File: src/rtl/commit_trace_fifo_if.sv
// Trace drain channel of commit_trace_fifo: head entry plus valid/ready handshake.
// The FIFO drives it through the master modport; the host uses the slave modport.
interface commit_trace_fifo_if;
    logic        trace_valid;
    logic        trace_ready;
    logic        trace_kind;
    logic [31:0] trace_pc;
    logic [31:0] trace_addr;
    logic [3:0]  trace_byteen;
    logic [31:0] trace_data;

    modport master (
        output trace_valid, trace_kind, trace_pc, trace_addr, trace_byteen, trace_data,
        input  trace_ready
    );

    modport slave (
        input  trace_valid, trace_kind, trace_pc, trace_addr, trace_byteen, trace_data,
        output trace_ready
    );
endinterface

File: src/rtl/commit_trace_fifo.sv
// Program-order FIFO of GRF writes and DM stores with sticky overflow and saturating drop count.
// Define TRACE_DM_EN to build DM store capture and the second write port.
module commit_trace_fifo #(
    parameter int unsigned DEPTH  = 16,
    parameter int unsigned DROP_W = 16
) (
    input  logic                       clk,
    input  logic                       reset,
    input  logic                       clear,
    input  logic                       w_grf_we,
    input  logic [4:0]                 w_grf_addr,
    input  logic [31:0]                w_grf_wdata,
    input  logic [31:0]                w_inst_addr,
    input  logic [3:0]                 m_data_byteen,
    input  logic [31:0]                m_data_addr,
    input  logic [31:0]                m_data_wdata,
    input  logic [31:0]                m_inst_addr,
    commit_trace_fifo_if.master        trace,
    output logic [$clog2(DEPTH+1)-1:0] level,
    output logic                       overflow,
    output logic [DROP_W-1:0]          drop_count
);
    localparam int unsigned AW = $clog2(DEPTH);
    localparam int unsigned LW = $clog2(DEPTH + 1);

    logic [AW-1:0]     r_wr_ptr;
    logic [AW-1:0]     r_rd_ptr;
    logic [LW-1:0]     r_level;
    logic              r_overflow;
    logic [DROP_W-1:0] r_drop_count;
    logic [31:0]       r_pc_mem   [DEPTH];
    logic [31:0]       r_addr_mem [DEPTH];
    logic [31:0]       r_data_mem [DEPTH];
`ifdef TRACE_DM_EN
    logic              r_kind_mem [DEPTH];
    logic [3:0]        r_be_mem   [DEPTH];
    logic [AW-1:0]     w_dm_idx;
`else
    logic              w_unused_dm;
    assign w_unused_dm = ^{m_data_byteen, m_data_addr, m_data_wdata, m_inst_addr};
`endif

    logic              w_valid;
    logic              w_pop;
    logic [LW:0]       w_free;
    logic              w_grf_cand;
    logic              w_grf_push;
    logic              w_dm_cand;
    logic              w_dm_push;
    logic [1:0]        w_n_push;
    logic [1:0]        w_n_drop;
    logic [DROP_W:0]   w_drop_sum;

    always_comb begin
        w_valid    = (r_level != '0);
        w_pop      = w_valid & trace.trace_ready & ~clear;
        // A same-cycle pop frees the head slot for this cycle's push.
        w_free     = (LW+1)'(DEPTH) - {1'b0, r_level} + (LW+1)'(w_pop);
        w_grf_cand = w_grf_we & (w_grf_addr != 5'd0) & ~clear;
        w_grf_push = w_grf_cand & (w_free != '0);
`ifdef TRACE_DM_EN
        w_dm_cand  = (m_data_byteen != 4'b0000) & ~clear;
        w_dm_push  = w_dm_cand & (w_free > (LW+1)'(w_grf_push));
        w_dm_idx   = w_grf_push ? r_wr_ptr + AW'(1) : r_wr_ptr;
`else
        w_dm_cand  = 1'b0;
        w_dm_push  = 1'b0;
`endif
        w_n_push   = {1'b0, w_grf_push} + {1'b0, w_dm_push};
        w_n_drop   = {1'b0, w_grf_cand & ~w_grf_push} + {1'b0, w_dm_cand & ~w_dm_push};
        w_drop_sum = {1'b0, r_drop_count} + (DROP_W+1)'(w_n_drop);
    end

    always_ff @(posedge clk or negedge reset) begin
        if (!reset) begin
            r_wr_ptr     <= '0;
            r_rd_ptr     <= '0;
            r_level      <= '0;
            r_overflow   <= 1'b0;
            r_drop_count <= '0;
        end else if (clear) begin
            r_wr_ptr     <= '0;
            r_rd_ptr     <= '0;
            r_level      <= '0;
            r_overflow   <= 1'b0;
            r_drop_count <= '0;
        end else begin
            r_wr_ptr <= r_wr_ptr + AW'(w_n_push);
            r_rd_ptr <= r_rd_ptr + AW'(w_pop);
            r_level  <= r_level + LW'(w_n_push) - LW'(w_pop);
            if (w_n_drop != 2'd0) begin
                r_overflow <= 1'b1;
            end
            r_drop_count <= w_drop_sum[DROP_W] ? '1 : w_drop_sum[DROP_W-1:0];
        end
    end

    // Payload storage needs no reset: the head is masked by w_valid.
    always_ff @(posedge clk) begin
        if (w_grf_push) begin
            r_pc_mem[r_wr_ptr]   <= w_inst_addr;
            r_addr_mem[r_wr_ptr] <= {27'b0, w_grf_addr};
            r_data_mem[r_wr_ptr] <= w_grf_wdata;
`ifdef TRACE_DM_EN
            r_kind_mem[r_wr_ptr] <= 1'b0;
            r_be_mem[r_wr_ptr]   <= 4'b1111;
`endif
        end
`ifdef TRACE_DM_EN
        if (w_dm_push) begin
            r_pc_mem[w_dm_idx]   <= m_inst_addr;
            r_addr_mem[w_dm_idx] <= {m_data_addr[31:2], 2'b00};
            r_data_mem[w_dm_idx] <= m_data_wdata;
            r_kind_mem[w_dm_idx] <= 1'b1;
            r_be_mem[w_dm_idx]   <= m_data_byteen;
        end
`endif
    end

    always_comb begin
        trace.trace_valid = w_valid;
        trace.trace_pc    = w_valid ? r_pc_mem[r_rd_ptr]   : 32'd0;
        trace.trace_addr  = w_valid ? r_addr_mem[r_rd_ptr] : 32'd0;
        trace.trace_data  = w_valid ? r_data_mem[r_rd_ptr] : 32'd0;
`ifdef TRACE_DM_EN
        trace.trace_kind   = w_valid & r_kind_mem[r_rd_ptr];
        trace.trace_byteen = w_valid ? r_be_mem[r_rd_ptr] : 4'b0000;
`else
        trace.trace_kind   = 1'b0;
        trace.trace_byteen = 4'b1111;
`endif
        level      = r_level;
        overflow   = r_overflow;
        drop_count = r_drop_count;
    end
endmodule
File: src/flat_wrapper.sv
// flat-port wrapper written by rule: the top's interface ports become plain ports
module commit_trace_fifo_flat 
#(
    parameter int unsigned DEPTH  = 16,
    parameter int unsigned DROP_W = 16
)
  (clk, reset, clear, w_grf_we, w_grf_addr, w_grf_wdata, w_inst_addr, m_data_byteen, m_data_addr, m_data_wdata, m_inst_addr, level, overflow, drop_count, trace_trace_valid, trace_trace_kind, trace_trace_pc, trace_trace_addr, trace_trace_byteen, trace_trace_data, trace_trace_ready);
  commit_trace_fifo_if trace_i ();
  input  logic clk;
  input  logic reset;
  input  logic clear;
  input  logic w_grf_we;
  input  logic [4:0] w_grf_addr;
  input  logic [31:0] w_grf_wdata;
  input  logic [31:0] w_inst_addr;
  input  logic [3:0] m_data_byteen;
  input  logic [31:0] m_data_addr;
  input  logic [31:0] m_data_wdata;
  input  logic [31:0] m_inst_addr;
  output logic [$clog2(DEPTH+1)-1:0] level;
  output logic overflow;
  output logic [DROP_W-1:0] drop_count;
  output wire logic [$bits(trace_i.trace_valid)-1:0] trace_trace_valid;
  output wire logic [$bits(trace_i.trace_kind)-1:0] trace_trace_kind;
  output wire logic [$bits(trace_i.trace_pc)-1:0] trace_trace_pc;
  output wire logic [$bits(trace_i.trace_addr)-1:0] trace_trace_addr;
  output wire logic [$bits(trace_i.trace_byteen)-1:0] trace_trace_byteen;
  output wire logic [$bits(trace_i.trace_data)-1:0] trace_trace_data;
  input wire logic [$bits(trace_i.trace_ready)-1:0] trace_trace_ready;
  assign trace_trace_valid = trace_i.trace_valid;
  assign trace_trace_kind = trace_i.trace_kind;
  assign trace_trace_pc = trace_i.trace_pc;
  assign trace_trace_addr = trace_i.trace_addr;
  assign trace_trace_byteen = trace_i.trace_byteen;
  assign trace_trace_data = trace_i.trace_data;
  assign trace_i.trace_ready = trace_trace_ready;
  commit_trace_fifo #(.DEPTH(DEPTH), .DROP_W(DROP_W)) u_core (.clk(clk), .reset(reset), .clear(clear), .w_grf_we(w_grf_we), .w_grf_addr(w_grf_addr), .w_grf_wdata(w_grf_wdata), .w_inst_addr(w_inst_addr), .m_data_byteen(m_data_byteen), .m_data_addr(m_data_addr), .m_data_wdata(m_data_wdata), .m_inst_addr(m_inst_addr), .trace(trace_i), .level(level), .overflow(overflow), .drop_count(drop_count));
endmodule
File: config.mk
export PLATFORM = sky130hd
export DESIGN_NAME = commit_trace_fifo_flat
export DESIGN_NICKNAME = d
export VERILOG_FILES = /design/src/rtl/commit_trace_fifo_if.sv /design/src/rtl/commit_trace_fifo.sv /design/src/flat_wrapper.sv
export SDC_FILE = /design/constraint.sdc
export NUM_CORES = 1
export LEC_CHECK = 0
export ABC_AREA = 1
export CORE_MARGIN = 2
export CORE_UTILIZATION = 50
export CTS_BUF_LIST = sky130_fd_sc_hd__clkbuf_8
export CTS_CLUSTER_DIAMETER = 50
export DETAILED_ROUTE_END_ITERATION = 12
export PLACE_DENSITY = 0.69
export RECOVER_POWER = 100
export SYNTH_ARGS = -nofsm -noshare
export SYNTH_HDL_FRONTEND = slang
export SYNTH_SLANG_ARGS = --single-unit
File: constraint.sdc
create_clock -name clk -period 9.6 [get_ports clk]
set_clock_uncertainty 0.05 [all_clocks]
set_input_delay 2.88 -clock clk [delete_from_list [all_inputs] [get_ports clk]]
set_output_delay 2.88 -clock clk [all_outputs]
set_load 0.03 [all_outputs]
==> reports/qor.csv <==
metric;value;unit
worst min-delay path category;reg2reg;
number of nets still failing antenna checks after routing;0;
num ports;298;
category of the worst setup path launch point;register;
pin count of the biggest net entering global routing;226;
clock tree from TritonCTS;done;
total standard cell area after synthesis;48600;um^2
number of DRC violations after detailed routing;0;
filler instances;7944;
Warnings, synthesis;0;
f_max;117;MHz
core box area;96600;um^2
Slew Viols, Final;867;
area taken by multi-input logic gates;11200;um^2
number of antenna violations at the first check in global routing;20;
# port buffers;165;
layout overhead on the synthesized area;11.5;%
area enclosed by the die boundary;99800;um^2
number of endpoints failing setup at the final stage;0;
register bit count reported by yosys;1134;
Pwr per Cell Area;217;nW/um^2
worst endpoint required time;6.67;ns
post-CTS setup buffer count;0;
latest clock arrival within the worst-skew pair;0.84;ns
level count of the clock H-tree;4;
area taken by flip-flops and latches;33900;um^2
placed wire-length estimate;56.6;mm
master cell of the clock root buffer;clkbuf_8;
post_cts resized;0;
worst voltage drop across the vdd grid;0.000152;V
clock period minus worst slack;8.54;ns
Setup TNS Final;0;ns
total number of vias;32400;
DRC violation total after the first TritonRoute iteration;3316;
number of global-route vias before repair;30800;
clock slew at reported path FFs;0.06;ns
type of the worst setup path;reg2out;
Avg Cell Area, Syn;10.6;um^2
Site Rows;114;
count of cell types in the netlist;25;
number of failing hold endpoints at the final stage;0;
die height;316;um
sequential area share after synthesis;0.697;
post-route clock period utilization;0.889;
fraction of layout cells with a size suffix above 1;0.0544;
die width;316;um
initial standard-cell utilization of the core;0.504;
clk sink count;1134;
Register-to-Register Setup Slack;4.05;ns
final weighted congestion in routability-driven placement;0.768;
Global Route Usage Sum;0.232;
leading cell type in the layout, fill and taps excluded;nand2_1;
total length of routed wires;116;mm
global-route wire length before repair;176;mm
maximum count of clock buffers along a single path;3;
Critical Path Sink Type;output pin;
total gr overflow;0;
total clock buffers created by CTS;178;
worst path arrival time;5.61;ns
setup repair after global routing missed its margin;false;
worst slew margin relative to its limit;-0.893;
per-cell routed wire length;18.8;um
drt pass-1 iters;5;
final-stage net count;4949;
largest fanout on the critical path;207;
failing checks;capacitance limit, slew limit;
Via-to-Cell Ratio;5.24;
overall power of the completed layout;0.0118;W
max-cap violations;23;
transition time at the pin with the least slew margin;2.83;ns
Cells after Synth;4605;
Leakage Power;22.4;nW
result of the run;finished, violations left;
commonest cells after routing, fill and taps aside;nand2_1 (1706), edfxtp_1 (1104), nand3_1 (706);
hold buffer count at cts;0;
-- where the power goes --
group / internal (W) / switching [W] / leakage [nW] / total, W
combinational: 0.000733 / 0.00177 / 10.2 / 0.00251
clock: 0.00185 / 0.00182 / 1.86 / 0.00367
sequential: 0.00553 / 0.0000522 / 10.3 / 0.00558
-- cells in the mapped netlist, drive strengths merged --
| master | n | area share |
|---|---|---|
| nand2 | 1706 | 0.13 |
| clkinv | 2 | 0.00015 |
| conb | 2 | 0.00015 |
| nand3b | 2 | 0.00031 |
| nor3 | 2 | 0.00021 |
| a21oi | 88 | 0.0091 |
| nand4 | 6 | 0.00077 |
| xor2 | 6 | 0.0011 |
| o21ai | 9 | 0.00093 |
| buf | 210 | 0.025 |
| fa | 1 | 0.00041 |
| o21bai | 1 | 0.00015 |
| clkbuf | 64 | 0.0049 |
| ha | 16 | 0.0041 |
| edfxtp | 1104 | 0.68 |
| dfrtp | 30 | 0.015 |
| nor3b | 2 | 0.00031 |
| inv | 592 | 0.046 |
| xnor2 | 4 | 0.00072 |
| nor2 | 52 | 0.0040 |
| nand3 | 706 | 0.073 |
-- per-layer routing --
| layer | part of all wire | GRT usage | up-vias |
|---|---|---|---|
| met1 | 0.42 | 0.314 | 15500 |
| met2 | 0.48 | 0.378 | 1327 |
| met5 | 0.00079 | 0 | - |
| met4 | 0.026 | 0.0819 | 14 |
| met3 | 0.081 | 0.0454 | 215 |
| li1 | - | - | 15300 |
-- cell type report --
cell class,instances,share of cell area
sequential,1134,0.625
multi-input combinational,2633,0.206
clock buffer,183,0.0464
inverter,594,0.0416
timing repair buffer,217,0.0383
tap,1276,0.0294
clock inverter,133,0.0120
antenna,12,0.000554
-- registers in the layout, indices dropped and copies added, names as in the netlist --
register and count:
u_core.drop_count 16, u_core.level 5, u_core.overflow 1, u_core.r_addr_mem 80, u_core.r_data_mem 512, u_core.r_pc_mem 512, u_core.r_rd_ptr 4, u_core.r_wr_ptr 4
-- cell families after synthesis --
kind of cell,share of synthesized area
simple gates,0.210
fa+ha+maj,0.00453
buf+inv,0.0763
other cells,0.000154
xor+xnor,0.00180
compound gates,0.0101
flops,0.697
-- through the flow --
| step | hold slack [ns] | utilization | cell area [um^2] | std cells | setup WS, ns |
|---|---|---|---|---|---|
| after floorplan | 0.507 | - | 48700 | 4635 | 1.66 |
| after global placement | 0.466 | 0.530 | 51200 | 5854 | 2.09 |
| after detailed placement | 0.480 | 0.530 | 51200 | 5854 | 2.06 |
| after CTS | 0.497 | 0.563 | 54400 | 6170 | 1.89 |
| after global routing | 0.538 | 0.562 | 54200 | 6180 | 0.857 |
| final | 0.481 | 0.562 | 54200 | 6182 | 1.06 |
-- path summary, 6_finish.rpt --
kind / depth (start not counted) / end / startpoint
worst min-delay path: 2 / u_core.drop_count[15]$_DFF_PN0_ / u_core.drop_count[15]$_DFF_PN0_
worst max register to register: 15 / u_core.r_pc_mem[3][4]$_DFFE_PP_ / u_core.level[2]$_DFF_PN0_
max in group asynchronous: 2 / u_core.r_rd_ptr[0]$_DFF_PN0_ / reset
worst max-delay path: 8 / trace_trace_data[17] / u_core.r_rd_ptr[0]$_DFF_PN0_
min in group asynchronous: 2 / u_core.drop_count[14]$_DFF_PN0_ / reset
worst min register to register: 2 / u_core.drop_count[15]$_DFF_PN0_ / u_core.drop_count[15]$_DFF_PN0_
-- worst max-delay path, stage by stage, from the launching register on --
cell and delay [ns]:
dfrtp_4 0.84, clkbuf_4 1.74, nand2_1 0.10, nand2_1 0.16, nand2_1 0.07, nand3_1 0.11
nand3_1 0.09, a21oi_1 0.46, dlygate4sd3_1 0.83
Note: power is estimated with default switching activity, not from simulation.
